**src/rtl/snac_pad_pkg.sv**
```systemverilog
// Shared types and constants for the SNAC Mega Drive pad reader.
// Button bit positions follow the BTN vector {MODE,X,Y,Z,START,C,B,A,RIGHT,LEFT,DOWN,UP}.
package snac_pad_pkg;

  typedef enum logic [1:0] {
    S_IDLE,
    S_PHASE,
    S_GUARD
  } state_t;

  localparam int unsigned BTN_W     = 12;
  localparam int unsigned BTN_UP    = 0;
  localparam int unsigned BTN_DOWN  = 1;
  localparam int unsigned BTN_LEFT  = 2;
  localparam int unsigned BTN_RIGHT = 3;
  localparam int unsigned BTN_A     = 4;
  localparam int unsigned BTN_B     = 5;
  localparam int unsigned BTN_C     = 6;
  localparam int unsigned BTN_START = 7;
  localparam int unsigned BTN_Z     = 8;
  localparam int unsigned BTN_Y     = 9;
  localparam int unsigned BTN_X     = 10;
  localparam int unsigned BTN_MODE  = 11;

  localparam int unsigned PH_DPAD = 0;
  localparam int unsigned PH_PRES = 1;
  localparam int unsigned PH_SIX  = 5;
  localparam int unsigned PH_XYZ  = 6;
  localparam int unsigned PH_LAST = 7;

  // Extra buttons only count on a 6-button pad; nothing counts without a pad.
  function automatic logic [BTN_W-1:0] btn_decode(input logic [BTN_W-1:0] raw,
                                                  input logic             pres,
                                                  input logic             six);
    logic [BTN_W-1:0] b;
    b = raw;
    if (!six)
      b[BTN_MODE:BTN_Z] = '0;
    if (!pres)
      b = '0;
    return b;
  endfunction

endpackage

```
**src/rtl/snac_sync2.sv**
```systemverilog
// Two-flop synchronizer for asynchronous pad pins.
// Resets to all-ones because the DB9 data lines idle high.
module snac_sync2 #(
  parameter int unsigned WIDTH = 1
) (
  input  logic             CLK,
  input  logic             RESET_N,
  input  logic [WIDTH-1:0] D,
  output logic [WIDTH-1:0] Q
);

  logic [WIDTH-1:0] meta;

  always_ff @(posedge CLK or negedge RESET_N) begin
    if (!RESET_N) begin
      meta <= '1;
      Q    <= '1;
    end else begin
      meta <= D;
      Q    <= meta;
    end
  end

endmodule

```
**src/rtl/snac_pad_reader.sv**
```systemverilog
// Host-side reader for a Mega Drive 3/6-button pad on the SNAC port: drives the
// 8-phase TH select sequence, detects pad type and publishes an active-high button vector.
module snac_pad_reader
  import snac_pad_pkg::*;
#(
  parameter int unsigned SETTLE = 16,
  parameter int unsigned GUARD  = 15000
) (
  input  logic        CLK,
  input  logic        RESET_N,
  input  logic        CE,
  input  logic        ENABLE,
  input  logic        STROBE,
  input  logic [5:0]  PIN_IN,
  output logic        TH_OUT,
  output logic        TH_OE,
  output logic [11:0] BTN,
  output logic        PRESENT,
  output logic        SIX_BTN,
  output logic        VALID,
  output logic        BUSY
);

  localparam int unsigned CNT_MAX = (SETTLE > GUARD) ? SETTLE : GUARD;
  localparam int unsigned CW      = $clog2(CNT_MAX + 1);

  logic [5:0] pin_sync;
  logic [5:0] s;

  snac_sync2 #(.WIDTH(6)) u_sync (
    .CLK     (CLK),
    .RESET_N (RESET_N),
    .D       (PIN_IN),
    .Q       (pin_sync)
  );

  assign s = ~pin_sync;

  state_t          state, state_d;
  logic [2:0]      phase, phase_d;
  logic [CW-1:0]   cnt, cnt_d;
  logic            pending, pending_d;
  logic            sample, commit;
  logic            th_level;
  logic            th_oe_q;
  logic            settle_last, guard_last;

  logic [BTN_W-1:0] sh_btn;
  logic             sh_pres, sh_six;
  logic [BTN_W-1:0] btn_q;
  logic             present_q, six_q, valid_q;

  assign settle_last = (cnt == CW'(SETTLE - 1));
  assign guard_last  = (cnt == CW'(GUARD - 1));

  always_comb begin
    state_d   = state;
    phase_d   = phase;
    cnt_d     = cnt;
    pending_d = pending;
    sample    = 1'b0;
    commit    = 1'b0;
    th_level  = 1'b1;

    unique case (state)
      S_IDLE: begin
        if (STROBE && ENABLE) begin
          state_d = S_PHASE;
          phase_d = '0;
          cnt_d   = '0;
        end
      end

      S_PHASE: begin
        th_level = ~phase[0];
        if (STROBE)
          pending_d = 1'b1;
        if (CE) begin
          if (settle_last) begin
            sample = 1'b1;
            cnt_d  = '0;
            if (phase == 3'(PH_LAST)) begin
              state_d = S_GUARD;
              commit  = 1'b1;
            end else begin
              phase_d = phase + 3'd1;
            end
          end else begin
            cnt_d = cnt + CW'(1);
          end
        end
      end

      S_GUARD: begin
        if (STROBE)
          pending_d = 1'b1;
        if (CE) begin
          if (guard_last) begin
            cnt_d = '0;
            // A strobe landing on the final guard tick is merged into the restart
            // rather than left pending in IDLE.
            if (pending || STROBE) begin
              state_d   = S_PHASE;
              phase_d   = '0;
              pending_d = 1'b0;
            end else begin
              state_d = S_IDLE;
            end
          end else begin
            cnt_d = cnt + CW'(1);
          end
        end
      end

      default: state_d = S_IDLE;
    endcase

    if (!ENABLE) begin
      state_d   = S_IDLE;
      phase_d   = '0;
      cnt_d     = '0;
      pending_d = 1'b0;
      sample    = 1'b0;
      commit    = 1'b0;
    end
  end

  always_ff @(posedge CLK or negedge RESET_N) begin
    if (!RESET_N) begin
      state   <= S_IDLE;
      phase   <= '0;
      cnt     <= '0;
      pending <= 1'b0;
      th_oe_q <= 1'b0;
    end else begin
      state   <= state_d;
      phase   <= phase_d;
      cnt     <= cnt_d;
      pending <= pending_d;
      th_oe_q <= ENABLE;
    end
  end

  // Shadow capture: only these registers change mid-poll.
  always_ff @(posedge CLK or negedge RESET_N) begin
    if (!RESET_N) begin
      sh_btn  <= '0;
      sh_pres <= 1'b0;
      sh_six  <= 1'b0;
    end else if (sample) begin
      if (phase == 3'(PH_DPAD)) begin
        sh_btn[BTN_UP]    <= s[0];
        sh_btn[BTN_DOWN]  <= s[1];
        sh_btn[BTN_LEFT]  <= s[2];
        sh_btn[BTN_RIGHT] <= s[3];
        sh_btn[BTN_B]     <= s[4];
        sh_btn[BTN_C]     <= s[5];
      end
      if (phase == 3'(PH_PRES)) begin
        sh_pres          <= s[3] & s[2];
        sh_btn[BTN_A]     <= s[4];
        sh_btn[BTN_START] <= s[5];
      end
      if (phase == 3'(PH_SIX))
        sh_six <= &s[3:0];
      if (phase == 3'(PH_XYZ)) begin
        sh_btn[BTN_Z]    <= s[0];
        sh_btn[BTN_Y]    <= s[1];
        sh_btn[BTN_X]    <= s[2];
        sh_btn[BTN_MODE] <= s[3];
      end
    end
  end

  always_ff @(posedge CLK or negedge RESET_N) begin
    if (!RESET_N) begin
      btn_q     <= '0;
      present_q <= 1'b0;
      six_q     <= 1'b0;
      valid_q   <= 1'b0;
    end else begin
      valid_q <= commit;
      if (!ENABLE) begin
        btn_q     <= '0;
        present_q <= 1'b0;
        six_q     <= 1'b0;
      end else if (commit) begin
        btn_q     <= btn_decode(sh_btn, sh_pres, sh_six);
        present_q <= sh_pres;
        six_q     <= sh_pres & sh_six;
      end
    end
  end

  assign TH_OUT  = th_level;
  assign TH_OE   = th_oe_q;
  assign BTN     = btn_q;
  assign PRESENT = present_q;
  assign SIX_BTN = six_q;
  assign VALID   = valid_q;
  assign BUSY    = (state != S_IDLE);

endmodule
```
**config.mk**
```make
export PLATFORM = sky130hd
export DESIGN_NAME = snac_pad_reader
export DESIGN_NICKNAME = d
export VERILOG_FILES = /design/src/rtl/snac_pad_pkg.sv /design/src/rtl/snac_sync2.sv /design/src/rtl/snac_pad_reader.sv
export SDC_FILE = /design/constraint.sdc
export NUM_CORES = 1
export LEC_CHECK = 0
export BUFFER_PORTS_ARGS = -buffer_cell sky130_fd_sc_hd__buf_2
export CAP_MARGIN = 20
export CELL_PAD_IN_SITES_DETAIL_PLACEMENT = 1
export CELL_PAD_IN_SITES_GLOBAL_PLACEMENT = 1
export CORE_ASPECT_RATIO = 1.75
export CORE_UTILIZATION = 46
export CTS_CLUSTER_SIZE = 12
export DETAILED_ROUTE_END_ITERATION = 10
export PLACE_DENSITY_LB_ADDON = 0.1
export RECOVER_POWER = 100
export SLEW_MARGIN = 10
export SYNTH_ARGS = -nofsm -noshare
export SYNTH_HDL_FRONTEND = slang
export SYNTH_SLANG_ARGS = --single-unit
```
**constraint.sdc**
```tcl
create_clock -name CLK -period 2.8 [get_ports CLK]
set_clock_uncertainty 0.05 [all_clocks]
set_input_delay 0.84 -clock CLK [delete_from_list [all_inputs] [get_ports CLK]]
set_output_delay 0.84 -clock CLK [all_outputs]
set_load 0.005 [all_outputs]
```
==> results.tsv <==
metric	value	unit
max cap viols	0	
HP Class	register to register	
Filler cells	694	
Worst Setup SP	cnt[8]$_DFFE_PN0P_	
Post-Route WL	6446	µm
post-route clock period utilization	92.22	%
status	completed	
overall routing resource usage	22.93	%
port bufs	28	
core area	5926	µm²
Vias/cell	5.590	
Post-route DRC	0	
Max VDD drop	0.3261	mV
Mapped Cells	254	
Pwr Total	2.032	mW
number of diodes	0	
Worst Hold Endpoint	u_sync.Q[4]$_DFF_PN1_	
Placement Setup Slack	0.3804	ns
hold path start	u_sync.meta[4]$_DFF_PN1_	
worst hold margin	0.3064	ns
clock insertion delay at the later pin of the skew report	0.35	ns
clock sinks	62	
TritonCTS Buffers	9	
fraction of layout cells with a size suffix above 1	15.77	%
Setup crit end kind	register	
fin crit period	2.582	ns
Max Freq	387.3	MHz
Post-DRT Antenna Nets	0	
Synth Cell Area	2868	µm²
type of the worst setup path	register to register	
P_leak	1.520	nW
number of global-route vias before repair	2279	
pins over their slew limit	0	
DRT iter0 DRCs	59	
Critical Path RT	2.98	ns
RSZ-0062 raised after global routing	no	
number of flops mapped to enable cells by yosys	0	
sequential fraction of the synthesis area	54.62	%
CTS root buf	clkbuf_8	
Ports	29	
Hold Buf Count CTS	0	
Distinct cells, synth	48	
Area Overhead vs Synth	12.52	%
dominant cell type by area after synthesis	dfrtp_1	
drt first pass iters	4	
most frequent cell after synthesis	dfrtp_1	
final worst slack	0.2179	ns
largest net degree at the start of global routing	26	
Reg-to-Reg Start	cnt[8]$_DFFE_PN0P_	
#FFs+latches synth	62	
initial antenna violation count	0	
Post-Syn Area per Cell	11.29	µm²
slew of the pin with the lowest slew margin	1.107	ns
CTS clk-pin slew, worst paths	0.07	ns
Fin Setup TNS	0	ns
Bufs on Longest Clock Path	2	
crit path max fanout	6	
Final Hold Viols	0	
Power Density	629.9	nW/µm²
top post-synthesis cells by count	dfrtp_1 (50), inv_1 (19), nand2_1 (19), nand3_1 (16)	
post-DP HPWL	4821	µm
endpoints failing setup	0	
Warnings, synthesis	0	
PostCTS Resize Cnt	0	
Die ar.	6566	µm²
utilization after layout	54.46	%
Starting Density	48.40	%
fraction of registers with async set/reset	100.0	%
CTS H-tree lvls	3	
syn nets	277	
gpl congestion	0.7596	
RR Endpoint	phase[2]$_DFFE_PN0P_	
worst endpoint data arrival time	2.77	ns
Die Span Y	106.5	µm
r2r setup slk	0.22	ns
first-pass GRT wire length	10620	µm
global route overflow	0	
Site Rows	37	
WHS Path Cells	0	
TritonCTS clock tree	yes	
WL/cell	17.14	µm
setup repair bufs after CTS	0	
Main synth FF type	dfrtp_1	
worst r2r path cells	5	
die extent in x	61.69	µm
post-synth top area share	43.63	%
Area contributors post-synth	dfrtp_1 (44%), dfstp_2 (11%), ha_1 (5.2%)	
Net count, final	316	
Slew headroom	26.18	%
Setup crit start kind	register	
via count	2102	
[per-stage QoR]
| step | cell area, µm² | cells |
|---|---|---|
| 2_1_floorplan | 2868 | 254 |
| 3_3_place_gp | 3127 | 360 |
| 3_5_place_dp | 3127 | 360 |
| 4_1_cts | 3294 | 376 |
| 5_1_grt | 3227 | 376 |
| 6_report | 3227 | 376 |
[report_power, final]
part | switching [mW] | leakage [nW] | total (mW) | internal [mW]
clock | 0.337 | 0.0861 | 0.678 | 0.340
combinational | 0.247 | 0.644 | 0.385 | 0.137
sequential | 0.0350 | 0.789 | 0.970 | 0.935
[cells in the final DEF, fill, tap and decap left out, drive strengths merged, types with 4 or more instances in the layout]
master / n
clkbuf: 33
o31ai: 5
mux2i: 9
nand4: 6
inv: 19
and3: 6
nor2: 11
nand2: 19
o21ai: 8
dfrtp: 50
ha: 12
dfstp: 12
nand3: 16
a22o: 12
a21oi: 13
buf: 13
nor4: 4
a31oi: 4
[routing by layer]
metal | share of wire, % | GRT usage (%)
met5 | 0 | 0
met4 | 3.6 | 12.70
met3 | 2.6 | 5.353
met2 | 59 | 41.94
met1 | 35 | 21.79
[worst max path at each step]
stage	end	cells after the start
2_1_floorplan	cnt[12]$_DFFE_PN0P_	7
3_3_place_gp	phase[2]$_DFFE_PN0P_	5
3_5_place_dp	BTN[8]$_DFFE_PN0P_	6
4_1_cts	TH_OUT	4
5_1_grt	sh_btn[1]$_DFFE_PN0P_	6
6_report	phase[2]$_DFFE_PN0P_	5
[final cells by class]
cell class	count	area [µm²]	area share (%)
sequential	62	1567	48.55
multi-input combinational	167	1172	36.33
timing repair buffer	34	151.4	4.692
clock buffer	12	145.1	4.498
tap	78	97.59	3.024
inverter	19	71.32	2.210
clock inverter	4	22.52	0.6979
[sequential cells by signal (all words and copies together), names as in the netlist]
register,cells
PRESENT,1
TH_OE,1
phase,3
cnt,14
VALID,1
SIX_BTN,1
BTN,12
sh_six,1
sh_btn,12
pending,1
u_sync.meta,6
sh_pres,1
state,2
u_sync.Q,6
[worst max-delay path, cell delays in order, from the launching register on]
cell and delay [ns]:
dfrtp_1 0.45, or4_4 0.54, nor4_1 0.47, o211ai_1 0.25
a211oi_4 0.37, mux2_1 0.35
[kinds of logic after synthesis]
kind of cell	synth area share, %
flip-flops	54.62
buffers and inverters	3.316
AO/OA/AOI/OAI	16.45
AND/OR/NAND/NOR	16.06
adder cells (fa/ha/maj)	5.235
multiplexers	4.319
No activity file was read; power rests on OpenSTA's default activity.
